===== src/rtl/light_cycle_engine.sv =====
// Light-cycle trail engine: redraws a BLKxBLK square every STEP_CYCLES clocks,
// then moves it one pixel along its heading, with reversal rejection and wall crash/wrap.
module light_cycle_engine #(
  parameter int         X_W         = 8,
  parameter int         Y_W         = 7,
  parameter int         X_MAX       = 159,
  parameter int         Y_MAX       = 119,
  parameter int         BLK_LOG2    = 2,
  parameter int         STEP_CYCLES = 3333336,
  parameter int         START_X     = 0,
  parameter int         START_Y     = 60,
  parameter logic [1:0] START_DIR   = 2'b01,
  parameter bit         WRAP        = 1'b0
) (
  input  logic           clk,
  input  logic           resetn,
  input  logic           go,
  input  logic           dir_valid,
  input  logic [1:0]     dir_req,
  input  logic [2:0]     colour_in,
  output logic [X_W-1:0] x,
  output logic [Y_W-1:0] y,
  output logic [2:0]     colour,
  output logic           plot,
  output logic           busy,
  output logic           crashed,
  output logic [2:0]     dbg_state
);

  localparam int BLK       = 1 << BLK_LOG2;
  localparam int NPIX      = BLK * BLK;
  localparam int PIX_W     = 2 * BLK_LOG2;
  localparam int WAIT_LAST = STEP_CYCLES - NPIX - 2;
  localparam int WC_W      = $clog2(STEP_CYCLES);

  localparam logic [X_W:0]     X_LIM    = (X_W+1)'(X_MAX - BLK + 1);
  localparam logic [Y_W:0]     Y_LIM    = (Y_W+1)'(Y_MAX - BLK + 1);
  localparam logic [X_W:0]     X_ONE    = (X_W+1)'(1);
  localparam logic [Y_W:0]     Y_ONE    = (Y_W+1)'(1);
  localparam logic [X_W-1:0]   X0       = X_W'(START_X);
  localparam logic [Y_W-1:0]   Y0       = Y_W'(START_Y);
  localparam logic [PIX_W-1:0] PIX_LAST = PIX_W'(NPIX - 1);

  typedef enum logic [2:0] {
    S_IDLE = 3'd0,
    S_DRAW = 3'd1,
    S_WAIT = 3'd2,
    S_STEP = 3'd3,
    S_DEAD = 3'd4
  } state_t;

  state_t           r_state, w_next;
  logic [X_W-1:0]   r_pos_x, r_x, w_step_x, w_base_x;
  logic [Y_W-1:0]   r_pos_y, r_y, w_step_y, w_base_y;
  logic [1:0]       r_heading, r_pending;
  logic [PIX_W-1:0] r_pix, w_pix_n;
  logic [WC_W-1:0]  r_wait;
  logic [2:0]       r_colour;
  logic             r_plot;
  logic [X_W:0]     w_nx;
  logic [Y_W:0]     w_ny;
  logic             w_out_x, w_out_y, w_crash, w_dir_ok, w_enter_draw;

  assign x         = r_x;
  assign y         = r_y;
  assign colour    = r_colour;
  assign plot      = r_plot;
  assign busy      = (r_state == S_DRAW) || (r_state == S_WAIT) || (r_state == S_STEP);
  assign crashed   = (r_state == S_DEAD);
  assign dbg_state = r_state;
  assign w_pix_n   = r_pix + PIX_W'(1);
  assign w_dir_ok  = busy && dir_valid && (dir_req != (r_heading ^ 2'b10));

  // One extra bit on each axis so a step below zero shows up as out of range.
  always_comb begin
    w_nx = {1'b0, r_pos_x};
    w_ny = {1'b0, r_pos_y};
    case (r_pending)
      2'b00:   w_ny = {1'b0, r_pos_y} - Y_ONE;
      2'b01:   w_nx = {1'b0, r_pos_x} + X_ONE;
      2'b10:   w_ny = {1'b0, r_pos_y} + Y_ONE;
      default: w_nx = {1'b0, r_pos_x} - X_ONE;
    endcase
    w_out_x  = (w_nx > X_LIM);
    w_out_y  = (w_ny > Y_LIM);
    w_crash  = !WRAP && (w_out_x || w_out_y);
    w_step_x = w_out_x ? ((r_pending == 2'b11) ? X_LIM[X_W-1:0] : '0) : w_nx[X_W-1:0];
    w_step_y = w_out_y ? ((r_pending == 2'b00) ? Y_LIM[Y_W-1:0] : '0) : w_ny[Y_W-1:0];
  end

  // Top-left of the square about to be drawn, before the position register catches up.
  always_comb begin
    w_base_x = r_pos_x;
    w_base_y = r_pos_y;
    if (r_state == S_STEP) begin
      w_base_x = w_step_x;
      w_base_y = w_step_y;
    end else if (r_state == S_DEAD) begin
      w_base_x = X0;
      w_base_y = Y0;
    end
  end

  always_comb begin
    w_next = r_state;
    case (r_state)
      S_IDLE:  if (go) w_next = S_DRAW;
      S_DRAW:  if (r_pix == PIX_LAST) w_next = S_WAIT;
      S_WAIT:  if (r_wait == WC_W'(WAIT_LAST)) w_next = S_STEP;
      S_STEP:  w_next = w_crash ? S_DEAD : S_DRAW;
      S_DEAD:  if (go) w_next = S_DRAW;
      default: w_next = S_IDLE;
    endcase
  end

  assign w_enter_draw = (w_next == S_DRAW) && (r_state != S_DRAW);

  always_ff @(posedge clk or negedge resetn) begin
    if (!resetn) r_state <= S_IDLE;
    else         r_state <= w_next;
  end

  always_ff @(posedge clk or negedge resetn) begin
    if (!resetn) begin
      r_pos_x   <= X0;
      r_pos_y   <= Y0;
      r_heading <= START_DIR;
      r_pending <= START_DIR;
      r_pix     <= '0;
      r_wait    <= '0;
      r_x       <= X0;
      r_y       <= Y0;
      r_colour  <= 3'd0;
      r_plot    <= 1'b0;
    end else begin
      if (w_dir_ok) r_pending <= dir_req;
      if (r_state == S_STEP) begin
        r_heading <= r_pending;
        if (!w_crash) begin
          r_pos_x <= w_step_x;
          r_pos_y <= w_step_y;
        end
      end
      if (r_state == S_DEAD && go) begin
        r_pos_x   <= X0;
        r_pos_y   <= Y0;
        r_heading <= START_DIR;
        r_pending <= START_DIR;
      end
      r_wait <= (r_state == S_WAIT) ? r_wait + WC_W'(1) : '0;
      // Raster order inside the square: low index bits are the column.
      if (w_enter_draw) begin
        r_plot   <= 1'b1;
        r_pix    <= '0;
        r_colour <= colour_in;
        r_x      <= w_base_x;
        r_y      <= w_base_y;
      end else if (r_state == S_DRAW) begin
        if (r_pix == PIX_LAST) begin
          r_plot <= 1'b0;
        end else begin
          r_pix <= w_pix_n;
          r_x   <= r_pos_x + X_W'(w_pix_n[BLK_LOG2-1:0]);
          r_y   <= r_pos_y + Y_W'(w_pix_n[PIX_W-1:BLK_LOG2]);
        end
      end
    end
  end

endmodule


===== config.mk =====
export PLATFORM = sky130hd
export DESIGN_NAME = light_cycle_engine
export DESIGN_NICKNAME = d
export VERILOG_FILES = /design/src/rtl/light_cycle_engine.sv
export SDC_FILE = /design/constraint.sdc
export NUM_CORES = 1
export LEC_CHECK = 0
export CAP_MARGIN = 20
export CORE_AREA = 2 2 86 130
export CTS_CLUSTER_DIAMETER = 50
export DETAILED_ROUTE_END_ITERATION = 10
export DIE_AREA = 0 0 88 132
export GPL_TIMING_DRIVEN = 0
export PLACE_DENSITY_LB_ADDON = 0.3
export SLEW_MARGIN = 20
export SYNTH_ARGS = -nofsm -noshare
export SYNTH_HDL_FRONTEND = slang
export SYNTH_SLANG_ARGS = --single-unit

===== constraint.sdc =====
create_clock -name clk -period 5.2 [get_ports clk]
set_input_delay 1.3 -clock clk [delete_from_list [all_inputs] [get_ports clk]]
set_output_delay 1.3 -clock clk [all_outputs]
set_load 0.05 [all_outputs]

==> flow_summary_export.csv, run 1 <==
group,metric,value,unit
floorplan,die_h,132,µm
yosys,synth-seq-cells,67,
critical_path,end_kind,"register",
critical_path,path_class,"register to register",
global_route,grt_start_max_net_pins,56,
sta,tightestPinTransition,0.6693,ns
global_route,grt_first_pass_wirelength,20880,µm
sta,worst_clock_skew,0.007764,ns
flow_run,cap_violations,0,
yosys,avgSynthCellArea,8.959,µm²
placed_design,gp_congestion,0.8974,
sta,fin_hold_ws,0.5016,ns
clocking,clkLatencyLatePin,0.34,ns
yosys,yosys-top-cells-count,"nand2_1, dfrtp_1, nor2_1",
yosys,syn-num-nets,552,
drt,drtAntennaViolNets,0,
clocking,root_buffer,"clkbuf_16",
yosys,synth_area_leaders,"dfrtp_1, ha_1, dfstp_2",
clocking,htree_levels,3,
sta,rsz0062_at_grt,"false",
floorplan,io_pins,33,
clocking,clkSinkCount,67,
floorplan,dieArea,11620,µm²
sta,period_minus_slack,4.548,ns
clocking,clkSlewWorstSetupHoldPaths,0.06,ns
yosys,async_flop_share,1.000,
floorplan,core,10420,µm²
drt,vias,4131,
floorplan,die_w,88,µm
clocking,cts_buffers,9,
floorplan,rows,46,
final_layout,drive_above_1_share,0.1042,
power_and_ir_drop,ir_worst_vdd,0.2710,mV
clocking,cts_setup_buffers,0,
yosys,synth-warning-count,0,
placed_design,dp_hpwl,9295,µm
final_layout,nets,596,
power_and_ir_drop,powerDensity,725.7,nW/µm²
yosys,synthCells,517,
global_route,overflow,0,
critical_path,arrival,4.80,ns
drt,remaining_drc_errors,0,
yosys,synth_cell_types,74,
sta,hold_viol,0,
sta,relSlewSlack,0.5519,
clocking,cts_tree,"built",
yosys,yosys.cell_count.top_type,"nand2_1",
drt,finalWirelength,12530,µm
power_and_ir_drop,leakage,2.248,nW
sta,report.final.slew_viol_count,0,
worst_hold_path,hold_path_class,"register to register",
status,status,"completed",
final_layout,fin_util,0.5203,
yosys,synth_top_cell_by_area,"dfrtp_1",
yosys,syn-cell-area,4632,µm²
sta,tns,0,ns
critical_path,critical_path.max_fanout,10,
global_route,grt_pass1_vias,4255,
floorplan,initial_core_util,0.4446,
final_layout,area_delta_synth_final,17.02,%
critical_path,r2r_slack,0.65,ns
critical_path,required,5.46,ns
global_route,grt_antenna_before_repair,0,
drt,drt_iter0_markers,316,
sta,post-route-period-util,0.8745,
sta,fmax,219.9,MHz
drt,drtPass1Iterations,5,
critical_path,cp-start-kind,"register",
placed_design,port-buffer-count,32,
yosys,synth-seq-area-share,0.3647,
drt,via_per_inst,5.818,
yosys,yosysTopAreaCellShare,0.3079,
clocking,post_cts_resized,0,
final_layout,fill_cells,977,
yosys,ys.flop_type,"dfrtp_1",
final_layout,antenna_cells,0,
global_route,track_usage,0.2303,
sta,setup_violations,0,
clocking,cts-hold-fix-buffers,0,
drt,wl_per_cell,17.65,µm
yosys,synth-edff-count,0,
clocking,cts_buffer_depth,2,
-- cell families (layout without fill, tap and decap cells) --
logic type,count (synthesis),in the layout,synth area share
adder cells (fa/ha/maj),26,26,0.07672
multiplexers,27,27,0.06186
AO/OA/AOI/OAI,113,113,0.1745
buffers and inverters,38,87,0.03538
AND/OR/NAND/NOR,214,214,0.2264
flip-flops,67,67,0.3647
XOR/XNOR,32,32,0.06051
-- through the flow --
stage	power [mW]	setup slack (ns)	cell area [µm²]	std cells
2_1_floorplan	2.730	1.613	4632	517
3_3_place_gp	3.292	0.5423	5132	693
3_5_place_dp	3.348	0.6960	5157	694
4_1_cts	3.920	0.6778	5420	710
5_1_grt	4.215	0.4048	5420	710
6_report	3.934	0.6523	5420	710
-- final cells by class --
| cell class | count | area (µm²) | area share |
|---|---|---|---|
| tap | 144 | 180.2 | 0.03324 |
| buffer | 25 | 115.1 | 0.02124 |
| multi-input combinational | 412 | 2779 | 0.5127 |
| clock inverter | 5 | 30.03 | 0.005540 |
| sequential | 67 | 1689 | 0.3116 |
| timing repair buffer | 33 | 345.3 | 0.06371 |
| clock buffer | 11 | 232.7 | 0.04294 |
| inverter | 13 | 48.80 | 0.009003 |
-- state kept, by name, indices dropped and copies added, names as in the netlist --
name	cells
r_heading	2
plot	1
colour	3
dbg_state	3
r_pos_x	8
r_pos_y	7
r_wait	22
y	7
x	8
r_pending	2
r_pix	4
-- worst paths after layout --
kind,from,endpoint,cells past startpoint
worst max-delay path,r_pending[0],y[5],15
worst min-delay path,colour[0],colour[0],1
worst max register to register,r_pending[0],y[5],15
worst min register to register,colour[0],colour[0],1
max in group asynchronous,resetn,r_pos_y[2],2
min in group asynchronous,resetn,x[3],1
-- power breakdown --
group	internal, mW	total (mW)	switching (mW)
Combinational	0.976	2.51	1.54
Sequential	0.699	0.872	0.173
Clock	0.320	0.548	0.228
-- per-layer routing --
layer,global-route usage,routed length (µm),vias to the layer above
met4,0.09402,339,0
met1,0.2630,5000,2039
met2,0.4061,6747,102
li1,-,-,1963
met5,0,0,-
met3,0.04947,441,27
-- placed cells by master (no fill, tap or decap), types with 10 or more instances in the layout --
| master | n |
|---|---|
| a21oi_1 | 24 |
| xnor2_1 | 12 |
| dfstp_2 | 10 |
| ha_1 | 22 |
| dfrtp_1 | 57 |
| nand2_1 | 66 |
| o21ai_0 | 19 |
| mux2i_1 | 17 |
| and3_1 | 12 |
| clkdlybuf4s50_1 | 31 |
| clkbuf_1 | 18 |
| xor2_1 | 20 |
| nand3_1 | 29 |
| inv_1 | 12 |
| or3_1 | 11 |
| nor2_1 | 51 |
-- worst max-delay path, stage by stage, from the launching register on --
cell and delay [ns]:
dfstp_2 0.36, buf_4 0.16, inv_2 0.06, buf_4 0.18, clkbuf_1 0.46, nand2_1 0.36
fa_1 0.50, a21oi_1 0.29, o2bb2ai_1 0.17, mux2_2 0.33, o311a_1 0.17, a22oi_4 0.30
nand4_2 0.35, nand2_1 0.20, buf_2 0.30, mux2i_1 0.25
Power figures use the tool's default switching activity.
==> run 2: changes to the inputs <==
GPL_ROUTABILITY_DRIVEN = 0   (was unset)
==> run 2 against run 1 <==
Combinational power is essentially flat. Sequential power is essentially flat. Design area grew 1.6%. Clock skew shrank 0.0016 ns. Maximum frequency grew 0.15%. Clock power grew 28%. Wire length grew 1.3%. Critical endpoint is now x[4]. Sequential share of layout area shrank 0.48 points. Power grew 4.6%. Setup slack gained 0.0070 ns. Global-route usage shrank 0.25 points.
==> flow_summary_export.csv, run 2 (same netlist as run 1, synthesis figures left out) <==
group,metric,value,unit
status,status,"completed",
clocking,cts_tree,"built",
flow_run,cap_violations,0,
global_route,grt_pass1_vias,4314,
sta,post-route-period-util,0.8732,
sta,period_minus_slack,4.541,ns
placed_design,port-buffer-count,32,
final_layout,drive_above_1_share,0.1078,
global_route,grt_start_max_net_pins,49,
critical_path,crit_start,"r_pending[0]",
sta,report.final.slew_viol_count,0,
sta,tightestPinTransition,0.6421,ns
drt,remaining_drc_errors,0,
floorplan,io_pins,33,
final_layout,area_delta_synth_final,18.85,%
clocking,htree_levels,3,
critical_path,slowest_stage,"ha_1",
final_layout,largest_register,"r_wait",
critical_path,end_kind,"register",
final_layout,fill_cells,929,
clocking,post_cts_resized,0,
critical_path,cp-start-kind,"register",
sta,rsz0062_at_grt,"false",
critical_path,r2r_end,"x[4]",
clocking,cts_buffer_depth,2,
drt,via_per_inst,5.961,
sta,setup_violations,0,
sta,worst_clock_skew,0.006162,ns
clocking,clkSlewWorstSetupHoldPaths,0.06,ns
drt,drtPass1Iterations,5,
placed_design,placedInstanceArea,5157,µm²
critical_path,cpPeakStageDelay,0.49,ns
critical_path,required,5.39,ns
floorplan,die_h,132,µm
clocking,cts_buffers,9,
worst_hold_path,hold_path_class,"register to register",
clocking,clkLatencyLatePin,0.34,ns
critical_path,arrival,4.73,ns
drt,drt_iter0_markers,384,
global_route,track_usage,0.2278,
drt,finalWirelength,12690,µm
power_and_ir_drop,fin_total_pwr,4.114,mW
critical_path,path_class,"register to register",
final_layout,layout.cells.non_filler,710,
sta,relSlewSlack,0.5700,
clocking,root_buffer,"clkbuf_16",
power_and_ir_drop,ir_worst_vdd,0.2891,mV
critical_path,critical_path.max_fanout,10,
placed_design,dp_hpwl,9433,µm
clocking,clkSinkCount,67,
global_route,grt_first_pass_wirelength,20580,µm
clocking,cts-hold-fix-buffers,0,
sta,setup_ws,0.6593,ns
critical_path,crit_path_end,"x[4]",
global_route,grt_antenna_before_repair,0,
floorplan,die_w,88,µm
final_layout,nets,596,
global_route,overflow,0,
final_layout,design_area,5505,µm²
critical_path,rr_startpoint,"r_pending[0]",
floorplan,initial_core_util,0.4446,
placed_design,placed_cells,694,
final_layout,antenna_cells,0,
drt,vias,4232,
sta,hold_viol,0,
drt,drtAntennaViolNets,0,
sta,tns,0,ns
drt,wl_per_cell,17.87,µm
final_layout,largest_reg_flops,22,
sta,fmax,220.2,MHz
floorplan,dieArea,11620,µm²
power_and_ir_drop,powerDensity,747.3,nW/µm²
critical_path,r2r_cells,15,
clocking,cts_setup_buffers,0,
final_layout,final_common_cell,"nand2_1",
critical_path,crit_chain,"buf_4 -> inv_2 -> buf_4 -> clkbuf_1 -> nand2_1 -> ha_1 -> a21o_1 -> o2bb2ai_1 -> mux2_2 -> o311a_1 -> a22oi_4 -> nand4_2 -> nand2_1 -> buf_2 -> o221ai_1",
floorplan,rows,46,
final_layout,layout_common_cells,"nand2_1, dfrtp_1, nor2_1",
placed_design,dp_slack,0.6978,ns
power_and_ir_drop,leakage,2.291,nW
floorplan,core,10420,µm²
critical_path,r2r_slack,0.66,ns
[run 2: cell count changes in the layout (fill, tap and decap cells not counted), sizes merged]
cell	before	now
bufinv	0	2
clkbuf	27	29
clkinv	3	0
clkinvlp	2	1
[run 2: worst min path at each step]
stage                     startpoint        end  slack, ns  cells after the start
after floorplan            r_wait[0]  r_wait[0]       0.47                      1
after global routing            plot       plot       0.52                      2
after CTS                       plot       plot       0.50                      2
after global placement          plot       plot       0.48                      2
after detailed placement        plot       plot       0.48                      2
final                           plot       plot       0.50                      2
[run 2: area by class of cell]
class / count / area, µm² / area share
Tap cell: 144 / 180.2 / 0.03273
Sequential cell: 67 / 1689 / 0.3068
Inverter: 13 / 48.80 / 0.008864
Clock inverter: 3 / 67.56 / 0.01227
Clock buffer: 13 / 280.3 / 0.05091
Multi-Input combinational cell: 412 / 2779 / 0.5048
Buffer: 25 / 115.1 / 0.02091
Timing Repair Buffer: 33 / 345.3 / 0.06273
[run 2: where the power goes]
| part | leakage, nW | switching, mW | internal [mW] |
|---|---|---|---|
| sequential | 0.824 | 0.175 | 0.699 |
| clock | 0.168 | 0.227 | 0.472 |
| combinational | 1.30 | 1.56 | 0.978 |
[run 2: worst max-delay path, delay by kind of cell (launching register included)]
family | cells | cell delay (ns)
adder cells (fa/ha/maj) | 1 | 0.49
AND/OR/NAND/NOR | 3 | 0.88
flip-flops | 1 | 0.36
multiplexers | 1 | 0.41
AO/OA/AOI/OAI | 5 | 1.07
buffers and inverters | 5 | 1.17
[run 2: metal layers]
layer,wire length [µm],vias up,part of all wire,track usage
li1,-,1970,-,-
met1,4870,2036,0.38,0.2517
met2,6610,172,0.52,0.3927
met3,648,54,0.051,0.05448
met4,556,0,0.044,0.1214
met5,0,-,0,0
[run 2: metrics by stage]
step	util	hold WS, ns
floorplan	-	0.4748
global placement	0.4927	0.4841
detailed placement	0.4951	0.4756
CTS	0.5285	0.5019
global route	0.5285	0.5162
finish	0.5285	0.5006
